### config.mk
export PLATFORM = sky130hd
export DESIGN_NAME = regfile_write_arbiter_flat
export DESIGN_NICKNAME = d
export VERILOG_FILES = /design/src/rtl/regfile_write_arbiter_if.sv /design/src/rtl/regfile_write_arbiter.sv /design/src/flat_wrapper.sv
export SDC_FILE = /design/constraint.sdc
export NUM_CORES = 1
export LEC_CHECK = 0
export BUFFER_PORTS_ARGS = -buffer_cell sky130_fd_sc_hd__buf_2
export CAP_MARGIN = 40
export CORE_MARGIN = 2
export CORE_UTILIZATION = 36
export DETAILED_ROUTE_END_ITERATION = 10
export SYNTH_ARGS = -nofsm -noshare
export SYNTH_HDL_FRONTEND = slang
export SYNTH_SLANG_ARGS = --single-unit
### constraint.sdc
create_clock -name clk -period 3.24 [get_ports clk]
set_input_delay 0.648 -clock clk [delete_from_list [all_inputs] [get_ports clk]]
set_output_delay 0.648 -clock clk [all_outputs]
set_load 0.005 [all_outputs]
### src/rtl/regfile_write_arbiter_if.sv
// Bundle of the two requester handshakes and the register-file write port
// served by regfile_write_arbiter. The slave side is the arbiter itself; the
// master side is whoever produces requests and observes the write port.
interface regfile_write_arbiter_if;
    // Requester A (ALU / R-type writeback)
    logic        a_valid;
    logic        a_ready;
    logic [4:0]  a_reg;
    logic [31:0] a_data;
    // Requester B (load / memory writeback)
    logic        b_valid;
    logic        b_ready;
    logic [4:0]  b_reg;
    logic [31:0] b_data;
    // Register file write port and status
    logic        rf_we;
    logic [4:0]  rf_waddr;
    logic [31:0] rf_wdata;
    logic        busy;
    logic        pending;

    modport slave (
        input  a_valid, a_reg, a_data,
        input  b_valid, b_reg, b_data,
        output a_ready, b_ready,
        output rf_we, rf_waddr, rf_wdata,
        output busy, pending
    );

    modport master (
        output a_valid, a_reg, a_data,
        output b_valid, b_reg, b_data,
        input  a_ready, b_ready,
        input  rf_we, rf_waddr, rf_wdata,
        input  busy, pending
    );
endinterface

### src/rtl/regfile_write_arbiter.sv
// Shares the single register-file write port between requester A (index 0)
// and requester B (index 1). After reset it optionally zeroes registers
// 1..31, then drains two small FIFOs with round-robin arbitration on
// contention. The write port is fully registered.
module regfile_write_arbiter #(
    parameter int DEPTH    = 2,
    parameter bit CLEAR_EN = 1'b1
) (
    input  logic                      clk,
    input  logic                      rst,
    regfile_write_arbiter_if.slave    bus
);

    localparam int AW = $clog2(DEPTH);
    localparam int PW = AW + 1;
    localparam int EW = 37;  // {reg[4:0], data[31:0]}

    typedef enum logic {
        S_CLEAR = 1'b0,
        S_RUN   = 1'b1
    } state_t;

    state_t         r_state;
    state_t         w_state_next;
    logic [4:0]     r_clr_cnt;
    logic           r_rr;          // 0 = A has priority on the next contended grant
    logic           r_rf_we;
    logic [4:0]     r_rf_waddr;
    logic [31:0]    r_rf_wdata;

    logic           w_run;
    logic           w_busy;
    logic           w_a_ready;
    logic           w_b_ready;
    logic           w_contended;
    logic [1:0]     w_valid;
    logic [1:0]     w_push;
    logic [1:0]     w_pop;
    logic [1:0]     w_full;
    logic [1:0]     w_empty;
    logic [EW-1:0]  w_in   [2];
    logic [EW-1:0]  w_head [2];
    logic [EW-1:0]  w_grant_entry;

    assign w_run    = (r_state == S_RUN);
    assign w_valid  = {bus.b_valid, bus.a_valid};
    assign w_in[0]  = {bus.a_reg, bus.a_data};
    assign w_in[1]  = {bus.b_reg, bus.b_data};
    // Ready depends only on occupancy, so a push is simply valid && ready.
    assign w_push   = w_valid & {w_b_ready, w_a_ready};

    // One FIFO per requester. Pointers carry an extra wrap bit so full and
    // empty can be told apart when the index bits match.
    for (genvar gi = 0; gi < 2; gi++) begin : gen_fifo
        logic [EW-1:0] r_mem [DEPTH];
        logic [PW-1:0] r_wptr;
        logic [PW-1:0] r_rptr;

        assign w_empty[gi] = (r_wptr == r_rptr);
        assign w_full[gi]  = (r_wptr[PW-1] != r_rptr[PW-1]) &&
                             (r_wptr[AW-1:0] == r_rptr[AW-1:0]);
        assign w_head[gi]  = r_mem[r_rptr[AW-1:0]];

        // Storage write; contents need no reset because the pointers gate them.
        always_ff @(posedge clk) begin
            if (w_push[gi]) begin
                r_mem[r_wptr[AW-1:0]] <= w_in[gi];
            end
        end

        // Pointer update; reset flushes whatever was queued.
        always_ff @(posedge clk) begin
            if (rst) begin
                r_wptr <= '0;
                r_rptr <= '0;
            end else begin
                if (w_push[gi]) begin
                    r_wptr <= r_wptr + PW'(1);
                end
                if (w_pop[gi]) begin
                    r_rptr <= r_rptr + PW'(1);
                end
            end
        end
    end

    // Grant selection: uncontended FIFO goes straight through, contention
    // is resolved by the round-robin pointer.
    always_comb begin
        w_pop       = 2'b00;
        w_contended = w_run && !w_empty[0] && !w_empty[1];
        if (w_contended) begin
            w_pop = r_rr ? 2'b10 : 2'b01;
        end else if (w_run) begin
            w_pop = ~w_empty;
        end
    end

    assign w_grant_entry = w_pop[1] ? w_head[1] : w_head[0];

    // State register and clear counter.
    always_ff @(posedge clk) begin
        if (rst) begin
            r_state   <= CLEAR_EN ? S_CLEAR : S_RUN;
            r_clr_cnt <= 5'd1;
        end else begin
            r_state <= w_state_next;
            if (r_state == S_CLEAR) begin
                r_clr_cnt <= r_clr_cnt + 5'd1;
            end
        end
    end

    // Next state and state-derived handshake outputs.
    always_comb begin
        w_state_next = r_state;
        w_busy       = 1'b0;
        w_a_ready    = 1'b0;
        w_b_ready    = 1'b0;
        case (r_state)
            S_CLEAR: begin
                w_busy = 1'b1;
                if (r_clr_cnt == 5'd31) begin
                    w_state_next = S_RUN;
                end
            end
            S_RUN: begin
                w_a_ready = !w_full[0];
                w_b_ready = !w_full[1];
            end
            default: w_state_next = S_RUN;
        endcase
    end

    // Round-robin pointer moves only when both FIFOs competed.
    always_ff @(posedge clk) begin
        if (rst) begin
            r_rr <= 1'b0;
        end else if (w_contended) begin
            r_rr <= ~r_rr;
        end
    end

    // Registered write port: clear writes, granted entries, or idle.
    always_ff @(posedge clk) begin
        if (rst) begin
            r_rf_we    <= 1'b0;
            r_rf_waddr <= 5'd0;
            r_rf_wdata <= 32'd0;
        end else if (r_state == S_CLEAR) begin
            r_rf_we    <= 1'b1;
            r_rf_waddr <= r_clr_cnt;
            r_rf_wdata <= 32'd0;
        end else if (|w_pop) begin
            // Writes to $zero are consumed but never enabled.
            r_rf_we    <= (w_grant_entry[36:32] != 5'd0);
            r_rf_waddr <= w_grant_entry[36:32];
            r_rf_wdata <= w_grant_entry[31:0];
        end else begin
            r_rf_we    <= 1'b0;
        end
    end

    assign bus.a_ready  = w_a_ready;
    assign bus.b_ready  = w_b_ready;
    assign bus.busy     = w_busy;
    assign bus.pending  = !w_empty[0] || !w_empty[1];
    assign bus.rf_we    = r_rf_we;
    assign bus.rf_waddr = r_rf_waddr;
    assign bus.rf_wdata = r_rf_wdata;

endmodule

### src/flat_wrapper.sv
// flat-port wrapper written by rule: the top's interface ports become plain ports
module regfile_write_arbiter_flat 
#(
    parameter int DEPTH    = 2,
    parameter bit CLEAR_EN = 1'b1
)
  (clk, rst, bus_a_valid, bus_a_reg, bus_a_data, bus_b_valid, bus_b_reg, bus_b_data, bus_a_ready, bus_b_ready, bus_rf_we, bus_rf_waddr, bus_rf_wdata, bus_busy, bus_pending);
  regfile_write_arbiter_if bus_i ();
  input  logic clk;
  input  logic rst;
  input wire logic [$bits(bus_i.a_valid)-1:0] bus_a_valid;
  input wire logic [$bits(bus_i.a_reg)-1:0] bus_a_reg;
  input wire logic [$bits(bus_i.a_data)-1:0] bus_a_data;
  input wire logic [$bits(bus_i.b_valid)-1:0] bus_b_valid;
  input wire logic [$bits(bus_i.b_reg)-1:0] bus_b_reg;
  input wire logic [$bits(bus_i.b_data)-1:0] bus_b_data;
  output wire logic [$bits(bus_i.a_ready)-1:0] bus_a_ready;
  output wire logic [$bits(bus_i.b_ready)-1:0] bus_b_ready;
  output wire logic [$bits(bus_i.rf_we)-1:0] bus_rf_we;
  output wire logic [$bits(bus_i.rf_waddr)-1:0] bus_rf_waddr;
  output wire logic [$bits(bus_i.rf_wdata)-1:0] bus_rf_wdata;
  output wire logic [$bits(bus_i.busy)-1:0] bus_busy;
  output wire logic [$bits(bus_i.pending)-1:0] bus_pending;
  assign bus_i.a_valid = bus_a_valid;
  assign bus_i.a_reg = bus_a_reg;
  assign bus_i.a_data = bus_a_data;
  assign bus_i.b_valid = bus_b_valid;
  assign bus_i.b_reg = bus_b_reg;
  assign bus_i.b_data = bus_b_data;
  assign bus_a_ready = bus_i.a_ready;
  assign bus_b_ready = bus_i.b_ready;
  assign bus_rf_we = bus_i.rf_we;
  assign bus_rf_waddr = bus_i.rf_waddr;
  assign bus_rf_wdata = bus_i.rf_wdata;
  assign bus_busy = bus_i.busy;
  assign bus_pending = bus_i.pending;
  regfile_write_arbiter #(.DEPTH(DEPTH), .CLEAR_EN(CLEAR_EN)) u_core (.clk(clk), .rst(rst), .bus(bus_i));
endmodule
-- After elaboration in Yosys (flattened, before gate mapping)
Memories as Yosys holds them, arrays and structs flattened. A register that Yosys moved wholly into a read port is not among the register bits.
Index checks and enable logic that the tools add are counted.
Widths: inputs -> output; s select.
- output and inout bits: 42
- register bits after elaboration: 53
- word-level logic and storage cells: 62
- memories kept: 2
- RAM bits: 148
- input port bits: 78
- memories (memory ; depth ; bits a word ; rd ports ; clocked after memory_dff ; wr ports ; RTL line ; source):
    u_core.gen_fifo[0].r_mem ; 2 ; 37 ; 1 ; 1 ; 1 ; regfile_write_arbiter.sv:55 ; logic [EW-1:0] r_mem [DEPTH];
    u_core.gen_fifo[1].r_mem ; 2 ; 37 ; 1 ; 1 ; 1 ; regfile_write_arbiter.sv:55 ;
- equal/unequal tests: 8
- add/sub/neg operators: 5
- bitwise gates (word level): 4
- reduce and logical (&&, ||, !) cells: 12
- muxes and demuxes: 21
- operators with widths (cell ; number):
    $mux 37 ; 1
    $mux 1 ; 15
    $mux 5 ; 2
    $add 2x1->2 const B ; 4
    $mux 2 ; 3
    $add 5x1->5 const B ; 1
    $eq 5x5->1 const B ; 1
    $reduce_bool 5->1 ; 1
    $eq 2x2->1 ; 2
    $logic_and 1x1->1 ; 4
    $logic_not 1->1 ; 4
    $reduce_or 2->1 ; 2
    $and 2x2->2 ; 1
    $eq 1x1->1 ; 2
    $ne 1x1->1 ; 2
    $ne 2x2->1 const B ; 1
    $not 1->1 ; 2
    $not 2->2 ; 1
    $logic_or 1x1->1 ; 1

-- Logic depth before layout (Yosys ltp)
Gate-level depths: netlist of run 1.
- depth after elaboration: 9
- depth in mapped cells: 7
- depth with buffers taken out: 5

-- Worst setup path before layout of run 1
OpenSTA, ideal clock, no wires.
- path kind: reg-to-reg
- start point: register u_core.gen_fifo[0].r_wptr[1]
- end point: memory u_core.gen_fifo[0].r_mem[0][0], enable pin
- clock period less this slack: 2838 ps
- data required time: 2809 ps
- library setup time: 431 ps
- cell stages (with the launch flop): 4
- path slack: 402 ps
- buffers on the path: 0
- data arrival time: 2406 ps
- cells stage by stage: dfxtp_1 > xnor2_2 > o211ai_1 > nor2_1
- word-level cells in the longest chain between the ends: 7
- ends and longest elaborated chain (what ; RTL line ; source):
    start, declared ; regfile_write_arbiter.sv:56 ; logic [PW-1:0] r_wptr;
    start signal, assigned ; regfile_write_arbiter.sv:78 ; r_wptr <= r_wptr + PW'(1);
    $ne 1x1->1 ; regfile_write_arbiter.sv:60 ; assign w_full[gi] = (r_wptr[PW-1] != r_rptr[PW-1]) &&
    $logic_and 1x1->1 ; regfile_write_arbiter.sv:60 ;
    $logic_not 1->1 ; regfile_write_arbiter.sv:128 ; w_a_ready = !w_full[0];
    $mux 1 ; regfile_write_arbiter.sv:120 ; case (r_state)
    $and 2x2->2 ; regfile_write_arbiter.sv:50 ; assign w_push = w_valid & {w_b_ready, w_a_ready};
    $mux 1 ; regfile_write_arbiter.sv:66 ; if (w_push[gi]) begin
    $mux 1 (not written as such) ; regfile_write_arbiter.sv:67 ; r_mem[r_wptr[AW-1:0]] <= w_in[gi];
    end, declared ; regfile_write_arbiter.sv:55 ;
Every way passes these cells.

-- Worst setup path after layout of run 1
- start point: register u_core.gen_fifo[1].r_wptr[0]
- end point: output bus_pending
- word-level cells in the longest chain between the ends: 3
- ends and longest elaborated chain (what ; RTL line ; source):
    start, declared ; regfile_write_arbiter.sv:56 ;
    start signal, assigned ; regfile_write_arbiter.sv:78 ;
    $eq 2x2->1 ; regfile_write_arbiter.sv:59 ; assign w_empty[gi] = (r_wptr == r_rptr);
    $logic_not 1->1 ; regfile_write_arbiter.sv:167 ; assign bus.pending = !w_empty[0] || !w_empty[1];
    $logic_or 1x1->1 ; regfile_write_arbiter.sv:167 ;
    end, declared ; flat_wrapper.sv:23 ; output wire logic [$bits(bus_i.pending)-1:0] bus_pending;
Every way passes these cells.

==> results of run 1 <==
## worst max-delay path, cell delays in order (launching register included)
cell and delay [ns]:
dfxtp_1 0.40, xnor2_2 0.35, and2_1 0.21, buf_4 0.28, nand2_1 0.12, buf_2 0.14
## layout by cell type, fill, tap and decap left out, types with 3 or more instances in the layout
cell type,Yosys,final
clkinv_1,0,4
clkinv_2,0,3
buf_2,18,119
a311oi_1,4,4
xnor2_2,4,4
clkbuf_1,14,7
clkbuf_16,0,21
o31ai_1,4,4
a211oi_1,31,31
nor2_1,27,24
nand3_1,6,6
mux2i_1,40,40
a221oi_1,3,3
or4_1,4,4
nand2_1,10,10
o32ai_1,31,31
dfxtp_1,55,53
edfxtp_1,148,148
buf_4,0,12
mux2_2,35,35
xor2_1,8,8
a21oi_1,7,7
o31a_1,3,3
nor4_1,4,4
inv_1,4,4
## routing by layer
layer | vias to the layer above | wire length, um | track usage, %
met5 | - | 13 | 0
met4 | 2 | 295 | 4.58
met3 | 27 | 874 | 3.04
met2 | 135 | 8450 | 24.8
met1 | 2274 | 8080 | 21.4
li1 | 2199 | - | -
## power by group through the flow
| stage | clock network (uW) | logic (uW) | registers (uW) |
|---|---|---|---|
| after floorplan | 0 | 18.8 | 2850 |
| after global placement | 0 | 86.1 | 2850 |
| after CTS | 2330 | 91.6 | 2800 |
| final | 2280 | 90.5 | 2800 |
| after global routing | 2450 | 99.5 | 2800 |
| after detailed placement | 0 | 91.2 | 2850 |
## metrics by stage
step | setup WS (ns) | utilization [%] | hold WS, ns | power, uW
after floorplan | 0.402 | - | 0.477 | 2870
after global placement | 1.10 | 41.2 | 0.496 | 2940
after detailed placement | 1.04 | 41.5 | 0.501 | 2950
after CTS | 0.569 | 44.5 | 0.330 | 5220
after global routing | 0.456 | 44.6 | 0.325 | 5340
final | 0.612 | 44.6 | 0.348 | 5170
## worst paths after layout
check,from,to,slack [ns],cells past startpoint
worst max-delay path,u_core.gen_fifo[1].r_wptr[0],bus_pending,0.61,5
worst max register to register,u_core.gen_fifo[0].r_wptr[0],u_core.bus.rf_wdata[31],1.04,5
worst min register to register,u_core.bus.rf_waddr[2],u_core.bus.rf_waddr[2],0.51,2
worst min-delay path,bus_b_data[21],u_core.gen_fifo[1].r_mem[1][21],0.35,1
## sequential cells by signal, indices dropped and copies added (netlist names), 4 cells and up, named ones only
| register | flops |
|---|---|
| u_core.gen_fifo.r_mem | 148 |
| u_core.bus.rf_wdata | 32 |
| u_core.bus.rf_waddr | 5 |
| u_core.r_clr_cnt | 5 |
| u_core.gen_fifo.r_rptr | 4 |
| u_core.gen_fifo.r_wptr | 4 |
## final cells by class
class | count | area (um2)
clock inverter | 10 | 98.8
antenna | 1 | 2.50
sequential | 203 | 5550
clock buffer | 28 | 552
multi-input combinational | 249 | 2080
inverter | 4 | 15.0
tap | 275 | 344
fill | 1940 | 11700
timing repair buffer | 134 | 761
## logic make-up (layout without fill, tap and decap cells)
kind of cell / after synthesis / after routing / share of synthesized area (%)
AO/OA/AOI/OAI: 96 / 96 / 9.85
XOR/XNOR: 14 / 14 / 1.97
adder cells (fa/ha/maj): 2 / 2 / 0.323
buffers and inverters: 38 / 176 / 2.32
flip-flops: 203 / 203 / 71.5
multiplexers: 75 / 75 / 10.2
other: 0 / 1 / 0
AND/OR/NAND/NOR: 62 / 62 / 3.81
==> summary.md, run 1 <==
| Metric | Value |
|---|---|
| Die Footprint | 22700 um2 |
| Setup_tns | 0 ns |
| Most frequent cell after synthesis | edfxtp_1 |
| Maximum VDD drop | 0.388 mV |
| Max capacitance violation total | 0 |
| DRC errors left | 0 |
| Cell type with the highest aggregate area in the netlist | edfxtp_1 |
| Height of the die | 151 um |
| Count of hold buffers inserted by post-cts repair | 0 |
| Number of antenna violations at the first check in global routing | 2 |
| Number of nets in the synthesized netlist | 570 |
| Std-Cell Core Area | 21100 um2 |
| Fin cells | 904 |
| Post-CTS setup buffer count | 0 |
| Most common flop cell mapped by yosys | edfxtp_1 |
| DR vias | 4637 |
| Library cell used as clock root buffer | clkbuf_16 |
| Gp weighted congestion | 0.778 |
| Average detailed-routed wire length per instance | 19.6 um |
| Ranking of synthesized cells by area | edfxtp_1 (57%), dfxtp_1 (14%), mux2i_1 (5.2%), mux2_2 (5.1%), o32ai_1 (3.5%) |
| Netlist area before placement | 7760 um2 |
| Gr usage total | 15.5% |
| HPWL Detailed | 12200 um |
| Number of flops mapped to enable cells by yosys | 148 |
| Pwr dens | 550 nW/um2 |
| Static power due to leakage | 0.00319 uW |
| Design internal power | 4190 uW |
| Num rows | 53 |
| Clock network fraction of design power | 44.1% |
| Starting utilization of the core area | 36.8% |
| Share of power burned in combinational logic | 1.8% |
| Synth warnings | 0 |
| Wire length of the first global-routing pass | 27000 um |
| Async SR Flop Fraction | 0% |
| Htree depth | 1 |
| Number of buffers created by CTS | 21 |
| Data required, critical path | 2.59 ns |
| Remaining global-route overflow | 0 |
| Min Tclk post-route | 2.63 ns |
| Vias per inst | 5.13 |
| Seq/Total Area, Yosys | 71.5% |
| Post-synth top cells | edfxtp_1 (148), dfxtp_1 (55), mux2i_1 (40), mux2_2 (35) |
| Cell count after synthesis | 490 |
| Post-route fraction of the period consumed by the critical path | 81.1% |
| Share of post-route cells with drive strength above 1 | 33.3% |
| Proportion of netlist area held by the largest area contributor | 57.3% |
| Outcome | complete, no violations |
| Signed area change from the synthesized netlist to the final layout | 21.1% |
| Syn_area_per_cell | 15.8 um2 |
| Count of final hold-check violations | 0 |
| Max clock buf depth | 3 |
| Unrepaired setup endpoints after global routing | no |
| Largest net degree at the start of global routing | 38 |
| Clock tree from TritonCTS | yes |
| Switching power summed over all nets | 977 uW |
| Wire length after detailed routing | 17700 um |
| Post-cts gate resize count | 0 |
| Placed cell count | 865 |
| Switching fraction of total power | 18.9% |
| Register share of total power | 54.1% |
| Post-route clock skew | 0.0105 ns |
| Count of port buffers added during placement | 119 |
| Via count of the first global-routing pass | 4787 |
| IO Count | 120 |
| Clock latency at the later pin of the worst-skew pair | 0.49 ns |
| Count of different cell masters after synthesis | 42 |
| Kind of end point of the critical path | output port |
| Initial DRT Pass Iterations | 6 |
| Transition time at the pin with the least slew margin | 0.763 ns |
| Clock sink total | 203 |
| Worst min-delay path class | input pin to register |
| Critical path startpoint category | register |
| Die outline width | 151 um |
| Max-slew violation total from the final report | 0 |
| Placed Area | 8740 um2 |
| Finished Cell Area | 9400 um2 |
| Clock slew at reported path FFs | 0.06 ns |
| Final net count | 693 |
| Synthesis-stage register bit count | 203 |
| Largest fanout of any net on the critical path | 24 |
| Worst setup path category | register to output port |
| Initial drt markers | 243 |
| Number of nets with antenna violations after routing | 0 |
| Final setup violation count | 0 |
| Slew Limit Headroom | 49.1% |
| Highest attainable clock frequency | 0.381 GHz |
| Worst Path Arrival | 1.98 ns |
(Power assumes the default switching activity.)
==> run 2: changes to the inputs <==
Clock period 3.24 ns to 2.53 ns, I/O delays scaled along.
==> run 2 against run 1 <==
Critical path depth fell by 1. Flip-flop and latch count unchanged. Wire length down 1.0%. Clock-buffer cell count up 3. Via count is 1.3% higher. Worst hold slack lost 0.15 ns. Critical path type unchanged.
==> summary.md, run 2 (same netlist as run 1, synthesis figures left out) <==
| Metric | Value |
|---|---|
| Min-delay src | bus_b_data[24] |
| Data required, critical path | 2.02 ns (-0.57 ns) |
| Worst setup path category | register to output port |
| Max-slew violation total from the final report | 0 (unchanged) |
| HPWL Detailed | 12000 um (-1.1%) |
| DRC errors left | 0 (unchanged) |
| Initial DRT Pass Iterations | 4 (-2) |
| Highest attainable clock frequency | 0.415 GHz |
| Worst min-delay path class | input pin to register |
| Vias per inst | 5.17 (+0.76%) |
| Share of post-route cells with drive strength above 1 | 34.5% (+1.2 points) |
| Clock latency at the later pin of the worst-skew pair | 0.50 ns (about the same) |
| Final Core Density | 44.9% (+0.30 points) |
| Biggest cell delay along the critical path | 0.42 ns (+0.02 ns) |
| Number of antenna violations at the first check in global routing | 0 (-2) |
| Kind of end point of the critical path | output port |
| Post-route clock skew | 0.0102 ns (-0.000248 ns) |
| Count of port buffers added during placement | 119 (unchanged) |
| Pwr dens | 715 nW/um2 (+30%) |
| Initial drt markers | 270 (+11%) |
| Starting utilization of the core area | 36.8% (unchanged) |
| Worst setup slack for register-to-register paths | 0.37 ns (-0.67 ns) |
| Placed cell count | 867 (+0.23%) |
| Average detailed-routed wire length per instance | 19.3 um (-1.5%) |
| End of the worst hold path | u_core.gen_fifo[1].r_mem[1][24] |
| Final net count | 696 (+0.43%) |
| Via count of the first global-routing pass | 4819 (+0.67%) |
| Gr usage total | 15.3% (-0.22 points) |
| Wire length after detailed routing | 17500 um (-1.0%) |
| Most common library cell in the layout ignoring fill and taps | edfxtp_1 |
| Wire length of the first global-routing pass | 26600 um (-1.3%) |
| Most frequent cells in the layout | edfxtp_1 (148), buf_2 (119), dfxtp_1 (53) |
| Crit path max-delay cell type | xnor2_2 |
| Remaining global-route overflow | 0 (unchanged) |
| Slew Limit Headroom | 46.1% (-3.0 points) |
| Height of the die | 151 um (unchanged) |
| Worst Reg2Reg Path Length in Cells | 5 (unchanged) |
| Critical R2R Launch | u_core.gen_fifo[0].r_wptr[0] |
| Clock tree from TritonCTS | yes |
| Count of final hold-check violations | 0 (unchanged) |
| Max clock buf depth | 3 (unchanged) |
| Clock slew at reported path FFs | 0.06 ns (about the same) |
| Number of buffers created by CTS | 22 (+4.8%) |
| Post-CTS setup buffer count | 0 (unchanged) |
| Number of nets with antenna violations after routing | 0 (unchanged) |
| Worst hold path cell count | 1 (unchanged) |
| Largest net degree at the start of global routing | 33 (-13%) |
| Endpoint of the most critical register-to-register path | u_core.bus.rf_wdata[22] |
| Flip-flop count of the largest register after layout | 148 (unchanged) |
| DR vias | 4698 (+1.3%) |
| Signed area change from the synthesized netlist to the final layout | 21.9% |
| Static power due to leakage | 0.00322 uW (+1.0%) |
| Worst Path Arrival | 1.90 ns (-0.08 ns) |
| Gp weighted congestion | 0.813 (+4.6%) |
| Worst setup slack after layout | 0.119 ns (-0.493 ns) |
| Die outline width | 151 um (unchanged) |
| IO Count | 120 (unchanged) |
| Die Footprint | 22700 um2 (unchanged) |
| Final setup violation count | 0 (unchanged) |
| Std-Cell Core Area | 21100 um2 (unchanged) |
| Transition time at the pin with the least slew margin | 0.807 ns (+0.0433 ns) |
| Setup_tns | 0 ns (unchanged) |
| Outcome | complete, no violations |
| Critical path startpoint category | register |
| Htree depth | 1 (unchanged) |
| Min Tclk post-route | 2.41 ns |
| Unrepaired setup endpoints after global routing | no |
| Max capacitance violation total | 0 (unchanged) |
| Library cell used as clock root buffer | clkbuf_16 |
| Fin cells | 909 (+0.55%) |
| Maximum VDD drop | 0.448 mV (+15%) |
| Cells along the critical path | xnor2_2 > and2_4 > nand2_1 > buf_2 |
| Pre-CTS setup slack | 0.355 ns (-0.683 ns) |
| Clock sink total | 203 (unchanged) |
| Post-route fraction of the period consumed by the critical path | 95.3% |
| Num rows | 53 (unchanged) |
| Largest fanout of any net on the critical path | 16 (-33%) |
## run 2: report_power, final
| part | switching (uW) | internal, uW | total (uW) | leakage (uW) |
|---|---|---|---|---|
| Combinational | 58.5 | 58.0 | 117 | 0.00110 |
| Sequential | 10.4 | 3570 | 3580 | 0.00178 |
| Clock | 1240 | 1820 | 3060 | 0.000343 |
| Total | 1310 | 5450 | 6760 | 0.00322 |
## run 2: worst max path at each step
stage	start	end	slack [ns]	cells past startpoint
after global routing	u_core.gen_fifo[0].r_wptr[0]	bus_pending	0.01	4
final	u_core.gen_fifo[0].r_wptr[0]	bus_pending	0.12	4
after floorplan	u_core.gen_fifo[0].r_wptr[0]	u_core.gen_fifo[0].r_mem[0][0]	0.29	4
after detailed placement	u_core.gen_fifo[1].r_wptr[1]	u_core.bus.rf_we	0.36	5
after global placement	u_core.gen_fifo[1].r_wptr[1]	u_core.bus.rf_we	0.49	5
after CTS	u_core.gen_fifo[0].r_wptr[0]	bus_pending	0.09	4
## run 2: routing by layer
layer	track usage, %	vias to the layer above	routed length, um
met3	2.74	33	921
met4	5.00	0	427
li1	-	2203	-
met2	24.7	121	8350
met1	20.9	2341	7840
met5	0	-	0
## run 2: stage by stage
step                      total power, uW  cell area (um2)  hold slack [ns]
after floorplan                      3680             7760            0.477
after global placement               3760             8750            0.493
after detailed placement             3770             8750            0.509
after CTS                            6840             9440            0.176
after global routing                 6960             9450            0.177
final                                6760             9460            0.196
## run 2: cell type report
cell class	instances	area (um2)
antenna	2	5.00
clock buffer	31	626
clock inverter	9	66.3
fill	1902	11600
inverter	4	15.0
multi-input combinational	249	2090
sequential	203	5550
tap	275	344
timing repair buffer	136	761
## run 2: critical path, delay by kind of cell, from the launching register on
kind | cells | cell delay, ns
buffers and inverters | 1 | 0.14
and+or+nand+nor | 2 | 0.44
DFF | 1 | 0.41
xor gates and xnor gates | 1 | 0.42
## run 2: what timing repair did
| action | in CTS | in global routing |
|---|---|---|
| hold buffers | 0 | 0 |
| gates resized for setup | 1 | 1 |
| setup endpoints to repair | 1 | 1 |
| gates cloned | 0 | 0 |
| endpoints found under the hold margin | 0 | 0 |
